$ cat src/rtl/systolic_seq_ctrl_if.sv
// Bundle between the operand register file, the systolic sequencer and systolic_array.
// master = register file / array side, slave = sequencer.
interface systolic_seq_ctrl_if #(
  parameter int DATA_WIDTH = 8,
  parameter int MAX_DIM    = 2
);
  localparam int DIM_W = $clog2(MAX_DIM) + 1;

  logic                                    start;
  logic [DIM_W-1:0]                        dim;
  logic [MAX_DIM*MAX_DIM*DATA_WIDTH-1:0]   mat_a;
  logic [MAX_DIM*MAX_DIM*DATA_WIDTH-1:0]   mat_b;
  logic                                    arr_reset;
  logic [MAX_DIM*DATA_WIDTH-1:0]           arr_a;
  logic [MAX_DIM*DATA_WIDTH-1:0]           arr_b;
  logic [MAX_DIM*MAX_DIM*2*DATA_WIDTH-1:0] arr_result;
  logic [MAX_DIM*MAX_DIM*2*DATA_WIDTH-1:0] mat_c;
  logic                                    busy;
  logic                                    done;
  logic                                    err;

  modport master (
    output start, dim, mat_a, mat_b, arr_result,
    input  arr_reset, arr_a, arr_b, mat_c, busy, done, err
  );

  modport slave (
    input  start, dim, mat_a, mat_b, arr_result,
    output arr_reset, arr_a, arr_b, mat_c, busy, done, err
  );
endinterface

$ cat src/rtl/systolic_seq_ctrl.sv
// Sequencer for systolic_array: latch operands, clear array, feed skewed wavefronts, drain, capture C.
// done follows the accepting edge by 3*MAX_DIM edges; start is ignored while busy, bad dim pulses err.
module systolic_seq_ctrl #(
  parameter int DATA_WIDTH = 8,
  parameter int MAX_DIM    = 2
) (
  input logic                clk,
  input logic                reset,
  systolic_seq_ctrl_if.slave bus
);
  localparam int DIM_W  = $clog2(MAX_DIM) + 1;
  localparam int STEP_W = $clog2(2 * MAX_DIM);
  localparam int MAT_W  = MAX_DIM * MAX_DIM * DATA_WIDTH;
  localparam int RES_W  = MAX_DIM * MAX_DIM * 2 * DATA_WIDTH;

  localparam logic [DIM_W-1:0]  MAX_DIM_V  = DIM_W'(MAX_DIM);
  localparam logic [STEP_W-1:0] FEED_LAST  = STEP_W'(2 * MAX_DIM - 2);
  localparam logic [STEP_W-1:0] DRAIN_LAST = STEP_W'(MAX_DIM - 1);

  typedef enum logic [2:0] {
    IDLE,
    CLEAR,
    FEED,
    DRAIN,
    DONE
  } state_t;

  state_t              state_q, state_d;
  logic [STEP_W-1:0]   step_q, step_d;
  logic [MAT_W-1:0]    a_q, b_q;
  logic [DIM_W-1:0]    dim_q;
  logic [RES_W-1:0]    mat_c_q;
  logic                err_q;
  logic                dim_ok;
  logic                accept;

  assign dim_ok = (bus.dim != '0) && (bus.dim <= MAX_DIM_V);
  assign accept = (state_q == IDLE) && bus.start && dim_ok;

  always_ff @(posedge clk or posedge reset) begin
    if (reset) begin
      state_q <= IDLE;
      step_q  <= '0;
      a_q     <= '0;
      b_q     <= '0;
      dim_q   <= '0;
      mat_c_q <= '0;
      err_q   <= 1'b0;
    end else begin
      state_q <= state_d;
      step_q  <= step_d;
      err_q   <= (state_q == IDLE) && bus.start && !dim_ok;
      if (accept) begin
        a_q   <= bus.mat_a;
        b_q   <= bus.mat_b;
        dim_q <= bus.dim;
      end
      if ((state_q == DRAIN) && (step_q == DRAIN_LAST)) begin
        mat_c_q <= bus.arr_result;
      end
    end
  end

  always_comb begin
    state_d = state_q;
    step_d  = step_q;
    case (state_q)
      IDLE: begin
        if (accept) state_d = CLEAR;
      end
      CLEAR: begin
        state_d = FEED;
        step_d  = '0;
      end
      FEED: begin
        if (step_q == FEED_LAST) begin
          state_d = DRAIN;
          step_d  = '0;
        end else begin
          step_d = step_q + 1'b1;
        end
      end
      DRAIN: begin
        if (step_q == DRAIN_LAST) begin
          state_d = DONE;
          step_d  = '0;
        end else begin
          step_d = step_q + 1'b1;
        end
      end
      DONE: begin
        state_d = IDLE;
      end
      default: begin
        state_d = IDLE;
        step_d  = '0;
      end
    endcase
  end

  // Lane i carries element k = step - i, so row i / column j enter i / j cycles late.
  always_comb begin
    int ka;
    int kb;
    ka        = 0;
    kb        = 0;
    bus.arr_a = '0;
    bus.arr_b = '0;
    if (state_q == FEED) begin
      for (int i = 0; i < MAX_DIM; i++) begin
        ka = int'(step_q) - i;
        if ((ka >= 0) && (ka < int'(dim_q)) && (i < int'(dim_q))) begin
          bus.arr_a[i*DATA_WIDTH +: DATA_WIDTH] = a_q[(i*MAX_DIM + ka)*DATA_WIDTH +: DATA_WIDTH];
        end
      end
      for (int j = 0; j < MAX_DIM; j++) begin
        kb = int'(step_q) - j;
        if ((kb >= 0) && (kb < int'(dim_q)) && (j < int'(dim_q))) begin
          bus.arr_b[j*DATA_WIDTH +: DATA_WIDTH] = b_q[(kb*MAX_DIM + j)*DATA_WIDTH +: DATA_WIDTH];
        end
      end
    end
  end

  assign bus.arr_reset = reset | (state_q == CLEAR);
  assign bus.mat_c     = mat_c_q;
  assign bus.busy      = (state_q != IDLE);
  assign bus.done      = (state_q == DONE);
  assign bus.err       = err_q;
endmodule

$ cat src/flat_wrapper.sv
// flat-port wrapper written by rule: the top's interface ports become plain ports
module systolic_seq_ctrl_flat 
#(
  parameter int DATA_WIDTH = 8,
  parameter int MAX_DIM    = 2
)
  (clk, reset, bus_start, bus_dim, bus_mat_a, bus_mat_b, bus_arr_result, bus_arr_reset, bus_arr_a, bus_arr_b, bus_mat_c, bus_busy, bus_done, bus_err);
  systolic_seq_ctrl_if #(.DATA_WIDTH(DATA_WIDTH), .MAX_DIM(MAX_DIM)) bus_i ();
  input logic clk;
  input logic reset;
  input wire logic [$bits(bus_i.start)-1:0] bus_start;
  input wire logic [$bits(bus_i.dim)-1:0] bus_dim;
  input wire logic [$bits(bus_i.mat_a)-1:0] bus_mat_a;
  input wire logic [$bits(bus_i.mat_b)-1:0] bus_mat_b;
  input wire logic [$bits(bus_i.arr_result)-1:0] bus_arr_result;
  output wire logic [$bits(bus_i.arr_reset)-1:0] bus_arr_reset;
  output wire logic [$bits(bus_i.arr_a)-1:0] bus_arr_a;
  output wire logic [$bits(bus_i.arr_b)-1:0] bus_arr_b;
  output wire logic [$bits(bus_i.mat_c)-1:0] bus_mat_c;
  output wire logic [$bits(bus_i.busy)-1:0] bus_busy;
  output wire logic [$bits(bus_i.done)-1:0] bus_done;
  output wire logic [$bits(bus_i.err)-1:0] bus_err;
  assign bus_i.start = bus_start;
  assign bus_i.dim = bus_dim;
  assign bus_i.mat_a = bus_mat_a;
  assign bus_i.mat_b = bus_mat_b;
  assign bus_i.arr_result = bus_arr_result;
  assign bus_arr_reset = bus_i.arr_reset;
  assign bus_arr_a = bus_i.arr_a;
  assign bus_arr_b = bus_i.arr_b;
  assign bus_mat_c = bus_i.mat_c;
  assign bus_busy = bus_i.busy;
  assign bus_done = bus_i.done;
  assign bus_err = bus_i.err;
  systolic_seq_ctrl #(.DATA_WIDTH(DATA_WIDTH), .MAX_DIM(MAX_DIM)) u_core (.clk(clk), .reset(reset), .bus(bus_i));
endmodule
$ cat config.mk
export PLATFORM = sky130hd
export DESIGN_NAME = systolic_seq_ctrl_flat
export DESIGN_NICKNAME = d
export VERILOG_FILES = /design/src/rtl/systolic_seq_ctrl_if.sv /design/src/rtl/systolic_seq_ctrl.sv /design/src/flat_wrapper.sv
export SDC_FILE = /design/constraint.sdc
export NUM_CORES = 1
export LEC_CHECK = 0
export ABC_AREA = 1
export BUFFER_PORTS_ARGS = -buffer_cell sky130_fd_sc_hd__buf_4
export CORE_ASPECT_RATIO = 1.75
export CORE_MARGIN = 10
export CORE_UTILIZATION = 40
export DETAILED_ROUTE_END_ITERATION = 12
export GPL_ROUTABILITY_DRIVEN = 0
export PLACE_DENSITY_LB_ADDON = 0.15
export SLEW_MARGIN = 20
export SYNTH_ARGS = -nofsm -noshare
export SYNTH_HDL_FRONTEND = slang
export SYNTH_SLANG_ARGS = --single-unit
export TNS_END_PERCENT = 100
$ cat constraint.sdc
create_clock -name clk -period 11.6 [get_ports clk]
set_input_delay 3.48 -clock clk [delete_from_list [all_inputs] [get_ports clk]]
set_output_delay 3.48 -clock clk [all_outputs]
set_load 0.01 [all_outputs]
**Word-level counts from Yosys, hierarchy flattened**

Cells that the tools add are included.

- Input bits: 133
- Output and inout bits: 100
- Bits in registers: 136
- Logic and storage cells: 60

- Eq/ne operators: 9
- Order comparisons: 7
- Add/sub/neg operators: 4
- Shifts and indexed selects: 4
- Mux-type cells: 13
- Bitwise logic cells: 1
- Reductions and logical operators: 15

Operators with widths:

| kind | count |
|---|---|
| $shiftx 32x32->8 | 2 |
| $mux 16 | 2 |
| $mux 8 | 4 |
| $shiftx 32x6->8 | 1 |
| $shiftx 32x7->8 | 1 |
| $pmux 3 s4 | 1 |
| $logic_and 1x1->1 | 9 |
| $mux 3 | 3 |
| $eq 3x2->1 const B | 2 |
| $pmux 2 s3 | 1 |
| $add 4x2->5 const B | 1 |
| $add 3x3->4 const A | 1 |
| $lt 1x2->1 const A | 2 |
| $mux 2 | 2 |
| $ne 2x1->1 const B | 2 |
| $eq 3x1->1 const B | 1 |
| $eq 3x3->1 const B | 1 |
| $ge 3x1->1 const B | 1 |
| $logic_not 3->1 | 1 |
| $lt 3x3->1 | 1 |
| $reduce_and 3->1 | 1 |
| $reduce_bool 3->1 | 1 |
| $sub 2x1->3 const B | 1 |
| $add 2x1->2 const B | 1 |
| 10 further kinds | 10 |

**Longest topological paths before layout**

Gate-level depths: netlist of run 1.

- Depth after elaboration: 6
- Gate-level depth with buffers: 11
- Mapped depth without buffers: 8

**Worst setup path before layout of run 1**

No wires, ideal clock.

- Kind: input-to-output
- Start: in reset
- End: out bus_arr_reset
- Stages on the path: 2
- Path buffers: 0
- Slack: 1.390 ns
- Arrival time: 6.730 ns
- Required time: 8.120 ns
- Cell sequence: inv_1 > nand2_1

- Cells in the longest elaborated chain, start to end: 1

Ends and longest elaborated chain:

| what | RTL line | source |
|---|---|---|
| from (decl) | flat_wrapper.sv:10 | `input logic reset;` |
| $or 1x1->1 | systolic_seq_ctrl.sv:125 | `assign bus.arr_reset = reset \| (state_q == CLEAR);` |
| to (decl) | flat_wrapper.sv:16 | `output wire logic [$bits(bus_i.arr_reset)-1:0] bus_arr_reset;` |

No other way between the ends.

**Final worst setup path of run 1**

Ends and elaborated chain as after synthesis.

==> results.txt, run 1 <==
Netlist cell types = 25
gr busiest metal = met2
Synth Area in Adders = 0.0181
slowest cell delay on critical path = 0.46 ns
DRC = 0
Max clock buf depth = 2
worst hold path class = flip-flop to flip-flop
clock sink total = 136
TNS Setup = 0 ns
status = finished clean
area occupied by multi-input gates = 0.00247 mm^2
Hold Buf Count CTS = 0
CTS H-tree lvls = 4
combinational family with the most area after synthesis = simple AND/OR/NAND/NOR gates
post-synth top area cell = dfrtp_1
Comb pwr share = 0.404
final hold viol count = 0
CP required = 8.12 ns
leakage power total = 4.67 nW
Die X-Extent = 114 um
Post-DP HPWL = 14000 um
first-pass GRT wire length = 30400 um
Synth Area in Simple Gates = 0.289
All-Layer GR Usage = 0.181
post_cts resized = 0
largest net degree at the start of global routing = 80
Post-layout nets = 1134
Routed Antenna Nets = 0
Synth Net Count = 918
buffer and inverter count on the worst path = 3
worst hold path depth = 2
Synth Area in XOR/XNOR = 0
row cnt = 60
final cell count without fillers = 1191
Avg Cell Area, Syn = 8.00 um^2
initial DRC count = 308
antenna violations before repair = 0
period utilisation layout = 0.675
top cell type's share of synthesized area = 0.548
area growth from synthesis to layout = 38.5%
die area = 0.0211 mm^2
sequential share of the synthesized area = 0.548
met1 Track Usage GR = 0.189
Post-synth EDFFs = 0
Initial Util = 0.405
Setup WS post-layout = 3.77 ns
met2 global-route usage = 0.311
Via Count = 5617
Setup Buffers After CTS = 0
critical path launch point type = input port
total grt overflow = 0
complex-gate fraction of the synthesized area = 0.0643
commonest cells in the netlist = 405 x nand2_1, 136 x dfrtp_1, 50 x nor2_1
Syn. warnings = 0
Switching Share = 0.390
Yosys reg bits = 136
reg2reg path depth = 7
Worst-Skew Late Latency = 0.41 ns
# IOs = 233
Async SR Flop Fraction = 1.00
max-slew violation count = 0
Final Power = 2.35 mW
Setup CP Type = input port to output port
Place WS = 3.72 ns
ant diodes = 0
Post-Route WL = 19300 um
cts bufs inserted = 17
CP Data Arrival Time = 4.35 ns
Power Dens Cells = 273 mW/mm^2
Synth Cell Area = 0.00621 mm^2
DRT Pass-1 Iters = 4
grt met3 use = 0.0781
sw power = 0.917 mW
vias in the first global route = 5845
placed cell count = 1159
post-synthesis mux area share = 0.0258
Die H = 185 um
CTS tree = done
delay-heaviest family, CP = buffers and inverters
CTS clock-pin slew for the worst setup and hold paths = 0.06 ns
area of the core = 0.0153 mm^2
worst-path cell chain = buf_4 -> inv_6 -> nand2_1 -> buf_4
FMAX = 0.128 GHz
most common cell in the netlist = nand2_1
Most used DFF post-synth = dfrtp_1
Routed WL per cell = 16.2 um
fill cell total of the finished layout = 1541
top cells by area, synth = dfrtp_1 55%, nand2_1 24%, o21ai_0 3.6%
crit path max fanout = 72
Max transition margin = 0.321
Sequential Power Share = 0.363
share of cells above drive strength 1 = 0.275
RSZ-0062 raised after global routing = no
slowest CP cell = inv_6
Worst VDD drop = 0.123 mV
Critical Path Stages = 4
most repeated library cell on the critical path = buf_4
final number of setup-violating endpoints = 0
Vias per Instance = 4.72
Worst Tran Pin Value = 1.02 ns
clk_skew = 0.00869 ns
Synth Instances = 776
min Tclk post-route = 7.83 ns
Clock power frac = 0.233
internal power = 1.44 mW
IO buf count = 232
max_cap viols = 0
Worst setup EP type = output port
register area = 0.00340 mm^2
CTS root buf = clkbuf_16
kinds of logic after synthesis:
family | count (synthesis)
mux | 16
simple gates | 469
buf+inv | 73
flops | 136
fa+ha+maj | 9
compound gates | 73
cell type report:
type,instances,share of cell area
inverter,35,0.0161
sequential,136,0.396
timing repair buffer,235,0.205
clock inverter,14,0.0189
multi-input combinational,567,0.287
clock buffer,18,0.0499
tap,186,0.0271
metal layers:
metal / vias up / routed length [um]
li1: 2829 / -
met1: 2563 / 7070
met2: 197 / 9940
met3: 28 / 1740
met4: 0 / 552
met5: - / 0
flip-flops by register name (all words and copies together), names as in the netlist:
signal,cells
u_core.b_q,32
u_core.bus.err,1
u_core.dim_q,2
u_core.bus.mat_c,64
u_core.step_q,2
u_core.state_q,3
u_core.a_q,32
worst min-delay path, stage by stage (launching register included):
cell and delay [ns]:
dfrtp_1 0.34, nand2_1 0.05, nand2_1 0.05
cells in the final DEF (no fill, tap or decap):
cell	count
nand2_1	404
buf_4	235
dfrtp_1	135
nor2_1	50
o21ai_0	45
inv_1	31
clkbuf_16	17
mux2i_1	16
a21oi_1	15
o211ai_1	10
ha_1	9
nand3_1	7
inv_6	7
clkinvlp_4	4
nand2_2	2
clkinv_2	2
a21o_1	2
nor3_1	2
bufinv_16	2
nor2_2	1
inv_2	1
o221ai_1	1
nor2_4	1
nand2_4	1
nor3b_1	1
clkinv_4	1
inv_8	1
clkbuf_1	1
dfrtp_2	1
power by group through the flow:
stage / Sequential (mW) / Clock [mW] / Combinational [mW]
after floorplan: 0.872 / 0 / 0.539
after global placement: 0.852 / 0 / 0.953
after detailed placement: 0.853 / 0 / 0.967
after CTS: 0.854 / 0.560 / 0.966
after global routing: 0.884 / 0.579 / 1.08
final: 0.854 / 0.547 / 0.951
metrics by stage:
stage	area [um^2]	utilization	hold slack [ns]
after global placement	8010	0.523	0.462
after global routing	8600	0.562	0.499
after floorplan	6210	-	0.448
after CTS	8600	0.562	0.482
after detailed placement	8010	0.523	0.465
final	8600	0.562	0.477
final timing paths:
| kind | from | endpoint | slack [ns] |
|---|---|---|---|
| setup / recovery | reset | bus_arr_reset | 3.77 |
| hold / removal | u_core.b_q[18]$_DFFE_PP0P_ | u_core.b_q[18]$_DFFE_PP0P_ | 0.48 |
| setup reg to reg | u_core.step_q[1]$_DFFE_PP0N_ | u_core.bus.mat_c[59]$_DFFE_PP0P_ | 8.25 |
| hold reg to reg | u_core.b_q[18]$_DFFE_PP0P_ | u_core.b_q[18]$_DFFE_PP0P_ | 0.48 |
| max in group asynchronous | reset | u_core.b_q[6]$_DFFE_PP0P_ | 7.12 |
| min in group asynchronous | reset | u_core.bus.mat_c[23]$_DFFE_PP0P_ | 3.17 |
Note: power is estimated with default switching activity, not from simulation.
==> run 2, diff against run 1 <==
Settings changed: ABC_AREA 1 to 0.
Clock period 11.6 ns to 7.6 ns, I/O delays scaled along.
==> results.txt, run 2 <==
top cell type's share of synthesized area = 0.532 (-0.0157)
Setup CP Type = flip-flop to output port
slowest CP cell = dfrtp_1
Setup Buffers After CTS = 0 (unchanged)
initial DRC count = 73 (-76%)
max_cap viols = 0 (unchanged)
Syn. warnings = 0 (unchanged)
CP required = 5.32 ns (-2.80 ns)
register-to-register setup slack = 4.73 ns (-3.52 ns)
Comb pwr share = 0.398 (-0.006)
Worst setup EP type = output port
met2 global-route usage = 0.285 (-0.0256)
commonest cells in the netlist = 136 x dfrtp_1, 79 x mux2_2, 49 x mux2_4
r2r endpoint = u_core.bus.mat_c[55]$_DFFE_PP0P_
CTS clock-pin slew for the worst setup and hold paths = 0.07 ns (about the same)
internal power = 2.43 mW (+69%)
gr busiest metal = met2
Post-synth EDFFs = 0 (unchanged)
final cell count without fillers = 856 (-28%)
antenna violations before repair = 0 (unchanged)
sw power = 1.17 mW (+28%)
worst hold path class = flip-flop to flip-flop
CTS root buf = clkbuf_16
total grt overflow = 0 (unchanged)
commonest cells after routing, fill and taps aside = 237 x buf_4, 135 x dfrtp_1, 79 x mux2_2
Worst Tran Pin Value = 0.974 ns (-0.0436 ns)
Synth Instances = 425 (-45%)
worst-path cell chain = inv_1 -> ha_1 -> inv_1 -> ha_1 -> nand2b_1 -> o211ai_1 -> nor3_1 -> buf_4
DRC = 0 (unchanged)
Via Count = 4338 (-23%)
clock sink total = 136 (unchanged)
most common cell in the netlist = dfrtp_1
Routed WL per cell = 20.7 um (+28%)
Worst Setup SP = u_core.step_q[1]$_DFFE_PP0N_
DRT Pass-1 Iters = 4 (unchanged)
TNS Setup = 0 ns (unchanged)
Worst-Skew Late Latency = 0.42 ns (about the same)
min Tclk post-route = 6.17 ns
ant diodes = 0 (unchanged)
Worst VDD drop = 0.201 mV (+64%)
final number of setup-violating endpoints = 0 (unchanged)
area of the core = 0.0158 mm^2 (+3.2%)
Largest register FFs = 64 (unchanged)
vias in the first global route = 5007 (-14%)
Post-Route WL = 17700 um (-8.1%)
final hold viol count = 0 (unchanged)
post-synth top area cell = dfrtp_1
post_cts resized = 0 (unchanged)
All-Layer GR Usage = 0.165 (-0.0165)
placed cell count = 824 (-29%)
Synth Cell Area = 0.00639 mm^2 (+2.9%)
row cnt = 61 (+1.7%)
# IOs = 233 (unchanged)
CTS H-tree lvls = 4 (unchanged)
Clock power frac = 0.232 (about the same)
Avg Cell Area, Syn = 15.0 um^2 (+88%)
commonest non-fill, non-tap cell in the layout = buf_4
max-slew violation count = 0 (unchanged)
crit path capture = bus_arr_b[14]
period utilisation layout = 0.812
Routed Antenna Nets = 0 (unchanged)
sequential share of the synthesized area = 0.532 (-0.0157)
Hold Buf Count CTS = 0 (unchanged)
RSZ-0062 raised after global routing = no
share of cells above drive strength 1 = 0.621 (+0.346)
area growth from synthesis to layout = 38.0%
leakage power total = 4.31 nW (-7.8%)
grt met3 use = 0.0710 (-0.00710)
FMAX = 0.162 GHz
Netlist cell types = 36 (+44%)
Synth Net Count = 567 (-38%)
Max transition margin = 0.350 (+0.0291)
Sequential Power Share = 0.370 (+0.007)
Max clock buf depth = 2 (unchanged)
largest net degree at the start of global routing = 72 (-10%)
Post-layout nets = 796 (-30%)
status = finished clean
clk_skew = 0.0172 ns (+0.00848 ns)
Most used DFF post-synth = dfrtp_1
crit path max fanout = 21 (-71%)
die area = 0.0216 mm^2 (+2.5%)
slowest cell delay on critical path = 0.98 ns (+0.52 ns)
IO buf count = 232 (unchanged)
reg2reg path depth = 5 (-2)
CP Data Arrival Time = 3.89 ns (-0.46 ns)
Power Dens Cells = 408 mW/mm^2 (+49%)
Die X-Extent = 116 um (+1.2%)
Switching Share = 0.325 (-0.0645)
Vias per Instance = 5.07 (+7.5%)
worst flop-to-flop path startpoint = u_core.step_q[1]$_DFFE_PP0N_
Initial Util = 0.405 (-0.000865)
met1 Track Usage GR = 0.168 (-0.0207)
top cells by area, synth = dfrtp_1 53%, mux2_2 14%, mux2_4 12%
Die H = 187 um (+1.3%)
Post-DP HPWL = 13200 um (-5.5%)
critical path launch point type = flip-flop
Async SR Flop Fraction = 1.00 (unchanged)
first-pass GRT wire length = 27500 um (-9.4%)
Yosys reg bits = 136 (unchanged)
cts bufs inserted = 17 (unchanged)
CTS tree = done
## run 2: critical path, delay by kind of cell (launching register included)
| family | cells | cell delay, ns |
|---|---|---|
| buf+inv | 3 | 0.57 |
| flops | 1 | 0.98 |
| simple gates | 2 | 0.28 |
| fa+ha+maj | 2 | 0.91 |
| compound gates | 1 | 0.72 |
## run 2: stage by stage
step / cell area [um^2] / total power, mW / worst slack, ns / utilization / hold WS (ns)
after detailed placement: 8210 / 2.81 / 1.82 / 0.520 / 0.493
final: 8820 / 3.60 / 1.43 / 0.558 / 0.508
after global routing: 8820 / 3.83 / 1.11 / 0.558 / 0.516
after floorplan: 6400 / 2.24 / 0.665 / - / 0.479
after global placement: 8210 / 2.76 / 1.90 / 0.520 / 0.488
after CTS: 8810 / 3.66 / 1.37 / 0.558 / 0.509
## run 2: cell families (layout without fill, tap and decap cells)
kind of cell    count (synthesis)  count (layout)  share of synthesized area
xor+xnor                        1               1                    0.00137
flops                         136             136                      0.532
compound gates                 23              23                     0.0239
buf+inv                        34             276                     0.0370
mux                           165             165                      0.334
simple gates                   57              57                     0.0540
fa+ha+maj                       9               9                     0.0176
## run 2: power by group through the flow
stage,Clock (mW),Combinational (mW),Sequential [mW]
detailed placement,0,1.46,1.34
global placement,0,1.44,1.32
finish,0.837,1.43,1.33
global route,0.888,1.56,1.38
floorplan,0,0.888,1.35
CTS,0.859,1.47,1.34
## run 2: final cells by class
| type | count | area (um^2) |
|---|---|---|
| inverter | 7 | 30.0 |
| multi-input combinational | 255 | 2770 |
| timing repair buffer | 237 | 1780 |
| clock inverter | 15 | 176 |
| sequential | 136 | 3400 |
| tap | 189 | 236 |
| clock buffer | 17 | 425 |
| fill | 1335 | 6980 |
## run 2: how the worst min path moves through the flow
stage | startpoint | slack, ns | depth (start not counted) | end
3_5_place_dp | u_core.b_q[29]$_DFFE_PP0P_ | 0.49 | 1 | u_core.b_q[29]$_DFFE_PP0P_
2_1_floorplan | u_core.b_q[26]$_DFFE_PP0P_ | 0.48 | 1 | u_core.b_q[26]$_DFFE_PP0P_
4_1_cts | u_core.b_q[22]$_DFFE_PP0P_ | 0.51 | 1 | u_core.b_q[22]$_DFFE_PP0P_
5_1_grt | u_core.b_q[22]$_DFFE_PP0P_ | 0.52 | 1 | u_core.b_q[22]$_DFFE_PP0P_
6_report | u_core.b_q[22]$_DFFE_PP0P_ | 0.51 | 1 | u_core.b_q[22]$_DFFE_PP0P_
3_3_place_gp | u_core.b_q[26]$_DFFE_PP0P_ | 0.49 | 1 | u_core.b_q[26]$_DFFE_PP0P_
## run 2: routing by layer
layer / vias up / part of all wire
li1: 1981 / -
met4: 0 / 0.022
met3: 23 / 0.089
met1: 2172 / 0.36
met2: 162 / 0.53
met5: - / 0
==> run 3, diff against run 2 <==
Clock period 7.6 ns to 5.08 ns, I/O delays scaled along.
==> results.txt, run 3 (synthesized netlist as in run 2, its figures left out) <==
status = finished clean
DRT Pass-1 Iters = 4 (unchanged)
CTS tree = done
die area = 0.0216 mm^2 (unchanged)
commonest cells after routing, fill and taps aside = 237 x buf_4, 135 x dfrtp_1, 79 x mux2_2
leakage power total = 4.32 nW (+0.20%)
# IOs = 233 (unchanged)
hold_ws = 0.503 ns (-0.00509 ns)
CP Data Arrival Time = 2.96 ns (-0.93 ns)
antenna violations before repair = 0 (unchanged)
CTS clock-pin slew for the worst setup and hold paths = 0.06 ns (about the same)
RSZ-0062 raised after global routing = no
Worst-Skew Late Latency = 0.42 ns (about the same)
Worst setup EP type = output port
Vias per Instance = 5.04 (-0.65%)
Post-layout nets = 797 (+0.13%)
CTS root buf = clkbuf_16
Place WS = 0.988 ns (-0.836 ns)
Setup WS post-layout = 0.593 ns (-0.839 ns)
total grt overflow = 0 (unchanged)
ant diodes = 0 (unchanged)
final hold viol count = 0 (unchanged)
max_cap viols = 0 (unchanged)
CTS H-tree lvls = 4 (unchanged)
Post-Route WL = 17800 um (+0.41%)
Max transition margin = 0.351 (about the same)
area growth from synthesis to layout = 38.4%
clk_skew = 0.00869 ns (-0.00848 ns)
Die X-Extent = 116 um (unchanged)
commonest non-fill, non-tap cell in the layout = buf_4
FMAX = 0.223 GHz
period utilisation layout = 0.883
Hold Buf Count CTS = 0 (unchanged)
area of the core = 0.0158 mm^2 (unchanged)
DRC = 0 (unchanged)
highest metal used = met4
Post-DP HPWL = 13100 um (-0.52%)
Setup Buffers After CTS = 0 (unchanged)
final number of setup-violating endpoints = 0 (unchanged)
vias in the first global route = 5173 (+3.3%)
Final Power = 5.44 mW (+51%)
Worst Tran Pin Value = 0.974 ns (-0.000489 ns)
Power Dens Cells = 615 mW/mm^2 (+51%)
post_cts resized = 0 (unchanged)
first-pass GRT wire length = 27900 um (+1.6%)
share of cells above drive strength 1 = 0.620 (-0.000929)
Worst VDD drop = 0.359 mV (+78%)
row cnt = 61 (unchanged)
Worst Setup SP = u_core.step_q[0]$_DFFE_PP0N_
critical path launch point type = flip-flop
cts bufs inserted = 17 (unchanged)
Initial Util = 0.405 (unchanged)
largest net degree at the start of global routing = 137 (+90%)
CP required = 3.56 ns (-1.76 ns)
crit path max fanout = 11 (-48%)
Die H = 187 um (unchanged)
Met1 Routed Length = 6130 um (-4.6%)
min Tclk post-route = 4.49 ns
met2 wire length = 9590 um (+2.6%)
HP Start = u_core.b_q[31]$_DFFE_PP0P_
Largest register FFs = 64 (unchanged)
worst flop-to-flop path startpoint = u_core.step_q[0]$_DFFE_PP0N_
clock sink total = 136 (unchanged)
max-slew violation count = 0 (unchanged)
Setup CP Type = flip-flop to output port
post-layout util = 0.560 (+0.00135)
Routed WL per cell = 20.8 um (+0.29%)
All-Layer GR Usage = 0.167 (+0.00233)
IO buf count = 232 (unchanged)
worst hold path class = flip-flop to flip-flop
initial DRC count = 121 (+66%)
Max clock buf depth = 2 (unchanged)
Routed Antenna Nets = 0 (unchanged)
TNS Setup = 0 ns (unchanged)
met3 wire len = 1790 um (+13%)
Via Count = 4315 (-0.53%)
-- run 3: cell count changes in the layout (fill, tap and decap cells not counted), sizes merged --
cell	previous run	this run
buf	237	238
inv	16	9
bufinv	1	3
clkinvlp	2	5
clkbuf	17	19
-- run 3: area by class of cell --
class / instances / area, um^2
clock buffer: 19 / 443
clock inverter: 13 / 169
fill: 1336 / 6950
inverter: 7 / 30.0
multi-input combinational: 255 / 2760
sequential: 136 / 3400
tap: 189 / 236
timing repair buffer: 238 / 1800
-- run 3: power by group --
part	leakage [nW]	switching, mW	internal, mW
logic	2.41	0.863	1.31
clock network	0.287	0.495	0.790
registers	1.62	0.353	1.63
total	4.32	1.71	3.73
-- run 3: layer usage --
metal | vias up | track usage
li1 | 1986 | -
met2 | 155 | 0.292
met1 | 2156 | 0.166
met5 | - | 0
met4 | 0 | 0.0558
met3 | 18 | 0.0819
-- run 3: critical path: stages, from the launching register on --
cell and delay, ns:
dfrtp_2 0.36, inv_1 0.09, ha_1 0.58, inv_1 0.09, ha_1 0.29, nand2b_1 0.08
o211ai_1 0.69, nor3_1 0.17, buf_4 0.20
-- run 3: through the flow --
stage	area, um^2	cells
floorplan	6400	425
detailed placement	8230	825
finish	8840	857
CTS	8840	857
global placement	8230	825
global route	8840	857
-- run 3: worst paths after layout --
path | end | slack (ns) | depth (start not counted)
setup reg to reg | u_core.bus.mat_c[31]$_DFFE_PP0P_ | 2.32 | 5
setup / recovery | bus_arr_b[14] | 0.59 | 8
max in group asynchronous | u_core.step_q[0]$_DFFE_PP0N_ | 3.16 | 3
hold reg to reg | u_core.b_q[31]$_DFFE_PP0P_ | 0.50 | 1
min in group asynchronous | u_core.state_q[0]$_DFFE_PP0P_ | 1.37 | 3
hold / removal | u_core.b_q[31]$_DFFE_PP0P_ | 0.50 | 1
